### src/rtl/grid_scan_driver.sv
// Row-multiplexed scan driver for a 7x7 cell grid.
// Each frame snapshots the grid once (LATCH), then drives each row for DWELL
// cycles followed by BLANK all-off cycles. An optional blinking cursor is
// overlaid on the driven row using live cursor inputs.
// All state changes on the falling edge of clka.
module grid_scan_driver #(
    parameter int unsigned DWELL        = 1000,
    parameter int unsigned BLANK        = 16,
    parameter int unsigned BLINK_FRAMES = 32
) (
    input  logic        clka,
    input  logic        rst_n,
    input  logic        en,
    input  logic [48:0] grid,
    input  logic        cursor_en,
    input  logic [5:0]  cursor_idx,
    output logic [6:0]  row_sel,
    output logic [6:0]  col_data,
    output logic        frame_start
);

    localparam logic [1:0] StIdle  = 2'd0;
    localparam logic [1:0] StLatch = 2'd1;
    localparam logic [1:0] StDwell = 2'd2;
    localparam logic [1:0] StBlnk  = 2'd3;

    localparam logic [15:0] DwellLast = 16'(DWELL - 1);
    localparam logic [15:0] BlankLast = 16'(BLANK - 1);
    localparam logic [7:0]  BlinkLast = 8'(BLINK_FRAMES - 1);

    logic [1:0]  state_q, state_d;
    logic [2:0]  row_q, row_d;
    logic [15:0] cnt_q, cnt_d;
    logic [48:0] frame_buf_q, frame_buf_d;
    logic [7:0]  frame_cnt_q, frame_cnt_d;
    logic        blink_q, blink_d;

    logic [6:0]  row_sel_d, col_data_d;
    logic        frame_start_d;
    logic [6:0]  row_bits;
    logic [2:0]  cur_row, cur_col;

    // Scan sequencing: state, current row and the shared dwell/blank counter.
    always_comb begin
        state_d = state_q;
        row_d   = row_q;
        cnt_d   = cnt_q;
        if (!en) begin
            state_d = StIdle;
            row_d   = '0;
            cnt_d   = '0;
        end else begin
            case (state_q)
                StIdle: state_d = StLatch;
                StLatch: begin
                    state_d = StDwell;
                    row_d   = '0;
                    cnt_d   = '0;
                end
                StDwell: begin
                    if (cnt_q == DwellLast) begin
                        state_d = StBlnk;
                        cnt_d   = '0;
                    end else begin
                        cnt_d = cnt_q + 16'd1;
                    end
                end
                StBlnk: begin
                    if (cnt_q == BlankLast) begin
                        cnt_d = '0;
                        if (row_q == 3'd6) begin
                            state_d = StLatch;
                        end else begin
                            state_d = StDwell;
                            row_d   = row_q + 3'd1;
                        end
                    end else begin
                        cnt_d = cnt_q + 16'd1;
                    end
                end
                default: state_d = StIdle;
            endcase
        end
    end

    // Frame snapshot and blink timebase, both advanced only in a LATCH cycle.
    always_comb begin
        frame_buf_d = frame_buf_q;
        frame_cnt_d = frame_cnt_q;
        blink_d     = blink_q;
        if (en && state_q == StLatch) begin
            frame_buf_d = grid;
            if (frame_cnt_q == BlinkLast) begin
                frame_cnt_d = '0;
                blink_d     = ~blink_q;
            end else begin
                frame_cnt_d = frame_cnt_q + 8'd1;
            end
        end
    end

    // Registered outputs are computed from the state being entered, so the
    // first DWELL cycle already sees the fresh snapshot and blink phase.
    always_comb begin
        row_bits = '0;
        for (int r = 0; r < 7; r++) begin
            if (row_d == 3'(r)) row_bits = frame_buf_d[7*r +: 7];
        end
        // Truncation is harmless: only used when cursor_idx <= 48.
        cur_row = 3'(cursor_idx / 6'd7);
        cur_col = 3'(cursor_idx % 6'd7);
        if (cursor_en && cursor_idx <= 6'd48 && cur_row == row_d) begin
            row_bits[cur_col] = blink_d;
        end
        row_sel_d     = '0;
        col_data_d    = '0;
        frame_start_d = (state_d == StLatch);
        if (state_d == StDwell) begin
            row_sel_d  = 7'd1 << row_d;
            col_data_d = row_bits;
        end
    end

    // State and output registers, falling-edge clocked with async reset.
    always_ff @(negedge clka or negedge rst_n) begin
        if (!rst_n) begin
            state_q     <= StIdle;
            row_q       <= '0;
            cnt_q       <= '0;
            frame_buf_q <= '0;
            frame_cnt_q <= '0;
            blink_q     <= 1'b1;
            row_sel     <= '0;
            col_data    <= '0;
            frame_start <= 1'b0;
        end else begin
            state_q     <= state_d;
            row_q       <= row_d;
            cnt_q       <= cnt_d;
            frame_buf_q <= frame_buf_d;
            frame_cnt_q <= frame_cnt_d;
            blink_q     <= blink_d;
            row_sel     <= row_sel_d;
            col_data    <= col_data_d;
            frame_start <= frame_start_d;
        end
    end

endmodule

### config.mk
export PLATFORM = sky130hd
export DESIGN_NAME = grid_scan_driver
export DESIGN_NICKNAME = d
export VERILOG_FILES = /design/src/rtl/grid_scan_driver.sv
export SDC_FILE = /design/constraint.sdc
export NUM_CORES = 1
export LEC_CHECK = 0
export ABC_AREA = 1
export CAP_MARGIN = 10
export CORE_MARGIN = 1.5
export CORE_UTILIZATION = 35
export CTS_BUF_LIST = sky130_fd_sc_hd__clkbuf_8
export CTS_CLUSTER_SIZE = 28
export DETAILED_ROUTE_END_ITERATION = 10
export GPL_TIMING_DRIVEN = 0
export PLACE_DENSITY = 0.56
export SETUP_SLACK_MARGIN = 0.2
export SYNTH_ARGS = -nofsm -noshare
export SYNTH_HDL_FRONTEND = slang
export SYNTH_SLANG_ARGS = --single-unit
### constraint.sdc
create_clock -name clka -period 4.5 [get_ports clka]
set_input_delay 0.9 -clock clka [delete_from_list [all_inputs] [get_ports clka]]
set_output_delay 0.9 -clock clka [all_outputs]
set_load 0.005 [all_outputs]
==> results.md, run 1 <==
- VDD IR max: 0.175 mV
- CP endpoint kind: flop
- RR Startpoint: cnt_q[0]
- Vias in the first global route: 4867
- Setup violations, final: 7
- DRC Markers: 0
- Boundary Pins: 74
- Final setup skew: 0.0642 ns
- Syn_area_per_cell: 7.53 um^2
- Slowest stage delay, CP: 0.24 ns
- Most frequent CP cell: nand3_4
- Area leader, netlist: dfrtn_1
- Met2 Routed Length: 6320 um
- Vias post-DR: 4737
- Largest family of logic cells by synthesized area: simple AND/OR/NAND/NOR gates
- Buffers on Ports: 72
- Hold Crit Depth: 2
- Die H: 124 um
- Crit path DAT: 2.92 ns
- Syn_nets: 748
- Most common cell in the netlist: nand2_1
- Metal3 WL: 558 um
- First-pass GRT wire length: 22700 um
- TritonCTS clock tree: done
- Failing checks: setup timing
- Ys flop type: dfrtn_1
- Fill cells: 1477
- Grt total ovfl: 0
- Cell area after layout: 6670 um^2
- WS Path Type: primary input to flop
- Synth async-reset ratio: 100%
- Placed Cells incl. Taps: 940
- Worst-case reg-to-reg path depth: 16
- Flop and latch count out of synthesis: 94
- GRT Resource Usage Total: 18.2%
- Final Non-Filler Cells: 972
- Cells along the critical path: buf_12 -> clkinv_4 -> nand4_4 -> nand2_4 -> nand2_4 -> nand2_4 -> inv_4 -> ha_4 -> nand3_4 -> nand3_4 -> xor2_2 -> ha_2 -> nand3_4 -> nand3_4 -> nand3_4 -> nor2_4 -> nand3_2 -> nand2_1 -> a21oi_2
- Slowest cell on crit path: ha_2
- Sink Count: 94
- CTS clock-pin slew for the worst setup and hold paths: 0.06 ns
- Lkg Pwr: 3.24 nW
- Pins Over Slew Limit: 0
- Reg area: 2350 um^2
- Max-cap viol count: 0
- Post-DP Area: 6190 um^2
- Initial antenna violation count: 0
- RSZ-0062 raised after global routing: yes
- Post-Syn Instances: 683
- Clk root buf: clkbuf_8
- Hold Crit Start: frame_buf_q[48]
- CTS hold repair buffers: 0
- Number of synthesis warnings: 0
- 1st-iter DRT viols: 228
- Share of the synthesized area in the top cell type: 45.2%
- Final Wtd Congestion: 0.855
- Met1 WL: 6530 um
- Buffers & Inverters on Critical Path: 3
- Die Wd: 124 um
- Simple-gate share of the synthesized area: 39.0%
- Synth Cell Area: 5150 um^2
- R2r endpoint: col_data[5]
- Power Dens Cells: 363 nW/um^2
- Largest net degree at the start of global routing: 51
- H-tree depth: 3
- First drt pass iteration count: 5
- Post-synthesis compound-gate area fraction: 5.69%
- Final antenna-violating net count: 0
- Worst-path fanout max: 8
- Wirelength per Cell: 14.0 um
- Top routing layer used: met4
- Slew of the pin with the lowest slew margin: 0.649 ns
- Dpl hpwl: 10300 um
- Multi-input gate area: 2630 um^2
- Post-synth cell types: 40
- Final wirelength: 13700 um
- P&R area growth vs syn: 29.6%
- Hold Path Class: flop to flop
- Vias/cell: 4.87
- Final Worst Setup Slack: -0.472 ns
- Top cells by area, synth: dfrtn_1, nand2_1, nand3_1, inv_1, nor2_1
- # diodes: 0
- CTS Buf Count: 9
- Mux contribution to synthesized area: 0%
- Family with the most delay on the worst path: simple AND/OR/NAND/NOR gates
- Status: finished with violations
- Longest Clk Path Bufs: 2
- Register area share after synthesis: 45.7%
- Hold Path Sink: frame_buf_q[48]
- Core Rows: 44
- Synth top cells by count: nand2_1, dfrtn_1, nand3_1
- Core area: 14400 um^2
- Share of cells above drive strength 1: 14.8%
- Synth Area in Adders: 1.46%
- Final hold vios: 0
- CP required: 2.45 ns
- Post-Synth XOR/XNOR Area: 1.87%
- Initial Util: 35.7%
- Worst skew pair latency: 0.40 ns
- EDFF count, synth: 0
- Nets: 848
- Setup TNS: -3.10 ns
- Startpoint types: primary input
- DIE AREA: 15400 um^2
- Relative slew slack: 56.7%
- Setup slack, reg-to-reg: 1.71 ns
[per-stage QoR]
step / setup WS [ns] / utilization (%) / hold WS, ns / power [W]
finish: -0.472 / 46.2 / 0.411 / 0.00242
CTS: -0.401 / 45.6 / 0.415 / 0.00241
floorplan: -0.770 / - / 0.397 / 0.00150
global placement: -3.07 / 42.7 / 0.410 / 0.00170
detailed placement: -1.63 / 42.9 / 0.416 / 0.00172
global route: -0.600 / 46.2 / 0.435 / 0.00259
[cell type report]
class / count / area share [%]
Clock buffer: 9 / 1.86
Tap cell: 184 / 3.45
Inverter: 62 / 3.64
Sequential cell: 94 / 35.3
Multi-Input combinational cell: 507 / 39.4
Clock inverter: 8 / 1.78
Timing Repair Buffer: 89 / 12.9
Buffer: 19 / 1.61
[power breakdown]
group,internal [W],leakage (nW),switching [W]
sequential,0.00103,1.20,0.0000626
combinational,0.000254,1.91,0.000408
clock,0.000368,0.131,0.000297
total,0.00165,3.24,0.000768
[registers in the layout, summed over array words and instances (netlist names)]
signal,flops
cnt_q,16
frame_buf_q,49
col_data,7
blink_q,1
row_sel,7
state_q,2
frame_start,1
row_q,3
frame_cnt_q,8
[timing repair]
action / 4_1_cts / 5_1_grt
gates resized for setup: 70 / 17
buffers inserted: 12 / 4
pin swaps: 14 / 6
setup endpoints to repair: 101 / 9
[layout by cell type, fill, tap and decap left out, types with 6 or more instances in the layout]
cell type and n:
a21oi_1 14, buf_4 19, clkbuf_1 6, clkbuf_8 10
clkdlybuf4s50_1 50, dfrtn_1 93, dlygate4sd2_1 16, inv_1 58
nand2_1 254, nand2_2 14, nand2_4 7, nand3_1 57
nand4_1 22, nor2_1 41, nor2_4 6, nor3_1 9
nor4_1 7, o21ai_0 11, or2_2 7, xor2_1 6
[how the worst max path moves through the flow]
stage,startpoint,to,cells past startpoint
after global routing,cursor_idx[5],col_data[1],19
after detailed placement,cursor_idx[2],col_data[1],19
after CTS,cursor_idx[3],col_data[1],20
after global placement,rst_n,col_data[4],1
final,cursor_idx[5],col_data[3],19
after floorplan,cursor_idx[3],col_data[1],20
[kinds of logic after synthesis]
kind of cell / after synthesis
AND/OR/NAND/NOR: 445
flip-flops: 94
AO/OA/AOI/OAI: 45
XOR/XNOR: 11
buffers and inverters: 82
adder cells (fa/ha/maj): 6
[per-layer routing]
| metal | GRT usage (%) | vias to the layer above |
|---|---|---|
| met2 | 29.5 | 103 |
| met5 | 0 | - |
| met1 | 24.7 | 2224 |
| met3 | 2.75 | 20 |
| li1 | - | 2390 |
| met4 | 6.63 | 0 |
[worst reg2reg max path, delay by kind of cell, from the launching register on]
| family | cells | cell delay [ns] |
|---|---|---|
| adder cells (fa/ha/maj) | 1 | 0.20 |
| buffers and inverters | 3 | 0.46 |
| flip-flops | 1 | 0.45 |
| AND/OR/NAND/NOR | 10 | 1.31 |
| AO/OA/AOI/OAI | 2 | 0.23 |
Note: power is estimated with default switching activity, not from simulation.
==> inputs of run 2 (changes only) <==
Settings changed: CTS_CLUSTER_SIZE 28 to 20.
==> results of run 2 <==
Same layout as run 1: the final DEF is identical, and so are final timing and power.
==> inputs of run 3 (changes only) <==
Clock period 4.5 ns to 6.19 ns, I/O delays scaled along.
==> results.md, run 3 (synthesis results as in run 1) <==
- First drt pass iteration count: 6
- Final wirelength: 13700 um
- Worst-path fanout max: 8
- Worst skew pair latency: 0.41 ns
- VDD IR max: 0.116 mV
- CP required: 3.29 ns
- WS Path Type: primary input to flop
- Cells along the critical path: buf_12 -> clkinv_8 -> nand4_4 -> nand2_4 -> nand2_4 -> nand2_4 -> inv_4 -> ha_4 -> nand3_4 -> nand3_4 -> xor2_4 -> ha_4 -> nand3_4 -> nand2_4 -> nand2_4 -> nand3_4 -> nor2_8 -> nand3_1 -> nand2_1 -> a21oi_1
- TritonCTS clock tree: done
- Worst Setup EP: col_data[2]
- Grt total ovfl: 0
- Relative slew slack: 52.1%
- Wirelength per Cell: 14.1 um
- Buffers on Ports: 72
- Status: finished clean
- Die H: 124 um
- Nets: 843
- Most frequent cells in the layout: nand2_1, dfrtn_1, clkdlybuf4s50_1
- 1st-iter DRT viols: 283
- Core area: 14400 um^2
- CTS Buf Count: 9
- Max-cap viol count: 0
- First-pass GRT wire length: 22900 um
- Most frequent CP cell: nand2_4
- GRT Resource Usage Total: 18.3%
- Clk root buf: clkbuf_8
- Fill cells: 1465
- Boundary Pins: 74
- CTS clock-pin slew for the worst setup and hold paths: 0.06 ns
- Largest register by flop count: frame_buf_q
- Most common cell after layout, fill and taps aside: nand2_1
- Setup TNS: 0 ns
- Crit. path cell count: 20
- Initial antenna violation count: 0
- CTS hold repair buffers: 0
- Vias in the first global route: 4789
- Final setup skew: 0.0617 ns
- Core Rows: 44
- Max reg flops: 49
- P&R area growth vs syn: 27.7%
- Vias/cell: 4.95
- R2r endpoint: col_data[2]
- Power Dens Cells: 251 nW/um^2
- Slowest cell on crit path: ha_4
- RSZ-0062 raised after global routing: yes
- RR Startpoint: cnt_q[0]
- Final Wtd Congestion: 0.859
- Startpoint types: primary input
- Family with the most delay on the worst path: simple AND/OR/NAND/NOR gates
- Final antenna-violating net count: 0
- Slowest stage delay, CP: 0.19 ns
- H-tree depth: 3
- Die Wd: 124 um
- DIE AREA: 15400 um^2
- Dpl hpwl: 10100 um
- Initial Util: 35.7%
- Slew of the pin with the lowest slew margin: 0.718 ns
- Hold Path Class: flop to flop
- Sink Count: 94
- Longest Clk Path Bufs: 2
- Lkg Pwr: 3.12 nW
- Share of cells above drive strength 1: 13.4%
- Final hold vios: 0
- DRC Markers: 0
- Buffers & Inverters on Critical Path: 3
- Vias post-DR: 4790
- Final Non-Filler Cells: 967
- Largest net degree at the start of global routing: 57
- Placed Cells incl. Taps: 940
- Pins Over Slew Limit: 0
- # diodes: 0
- CP Launch Point: cursor_idx[5]
- Crit path DAT: 3.24 ns
- Worst-case reg-to-reg path depth: 13
- Setup violations, final: 0
- Setup slack, reg-to-reg: 3.51 ns
- Largest registers: frame_buf_q: 49 flops, cnt_q: 16 flops, frame_cnt_q: 8 flops
- CP endpoint kind: flop
==> run 3: cell types whose count changed in the layout (fill, tap and decap cells not counted), moves of 3 or more <==
cell / previous run / this run
buf_4: 19 / 13
bufinv_16: 3 / 0
clkdlybuf4s50_1: 50 / 65
dlygate4sd2_1: 16 / 1
nand2_2: 14 / 11
nor2_1: 41 / 44
==> run 3: how the worst min path moves through the flow <==
stage / cells after the start / slack [ns] / start / end
floorplan: 2 / 0.40 / frame_buf_q[42] / frame_buf_q[42]
global placement: 2 / 0.41 / frame_buf_q[45] / frame_buf_q[45]
detailed placement: 2 / 0.42 / frame_buf_q[34] / frame_buf_q[34]
CTS: 2 / 0.42 / frame_buf_q[8] / frame_buf_q[8]
global route: 2 / 0.43 / frame_buf_q[43] / frame_buf_q[43]
finish: 2 / 0.41 / frame_buf_q[45] / frame_buf_q[45]
==> run 3: worst reg2reg max path: cells and delay by family, from the launching register on <==
family | cells | cell delay (ns)
AND/OR/NAND/NOR | 10 | 1.78
flip-flops | 1 | 0.46
adder cells (fa/ha/maj) | 1 | 0.21
AO/OA/AOI/OAI | 1 | 0.18
buffers and inverters | 1 | 0.09
==> run 3: what timing repair did <==
action / in CTS / in global routing
pin swaps: 14 / 11
setup endpoints to repair: 60 / 8
gates resized for setup: 47 / 23
setup buffers: 8 / 3
==> run 3: metal layers <==
metal	global-route usage [%]	share of wire, %	vias to the layer above
met1	25.3	48	2273
met2	28.5	46	119
li1	-	-	2381
met3	3.14	4.7	17
met5	0	0	-
met4	7.23	1.8	0
==> run 3: area by class of cell <==
| cell class | count | area [um^2] | area share, % |
|---|---|---|---|
| well taps | 184 | 230 | 3.50 |
| inverters | 62 | 250 | 3.81 |
| clock inverters | 7 | 41.3 | 0.628 |
| multi-input cells | 507 | 2640 | 40.1 |
| clock buffers | 10 | 138 | 2.09 |
| plain buffers | 19 | 96.3 | 1.47 |
| repair buffers | 84 | 826 | 12.6 |
| flip-flops and latches | 94 | 2350 | 35.8 |
==> run 3: through the flow <==
stage	total power (W)	setup WS (ns)	hold slack [ns]	instance area (um^2)	util, %
global route	0.00176	-0.0604	0.431	6570	45.6
floorplan	0.00109	-0.263	0.397	5200	-
detailed placement	0.00125	-1.13	0.416	6170	42.8
CTS	0.00165	0.0820	0.417	6480	44.9
global placement	0.00124	-2.60	0.407	6150	42.7
finish	0.00165	0.0495	0.411	6570	45.6
==> run 3: power breakdown <==
part           total, W  switching (W)  internal [W]  leakage (nW)
clock          0.000377       0.000221      0.000157         0.103
combinational  0.000478       0.000294      0.000184          1.81
sequential     0.000795      0.0000466      0.000749          1.20
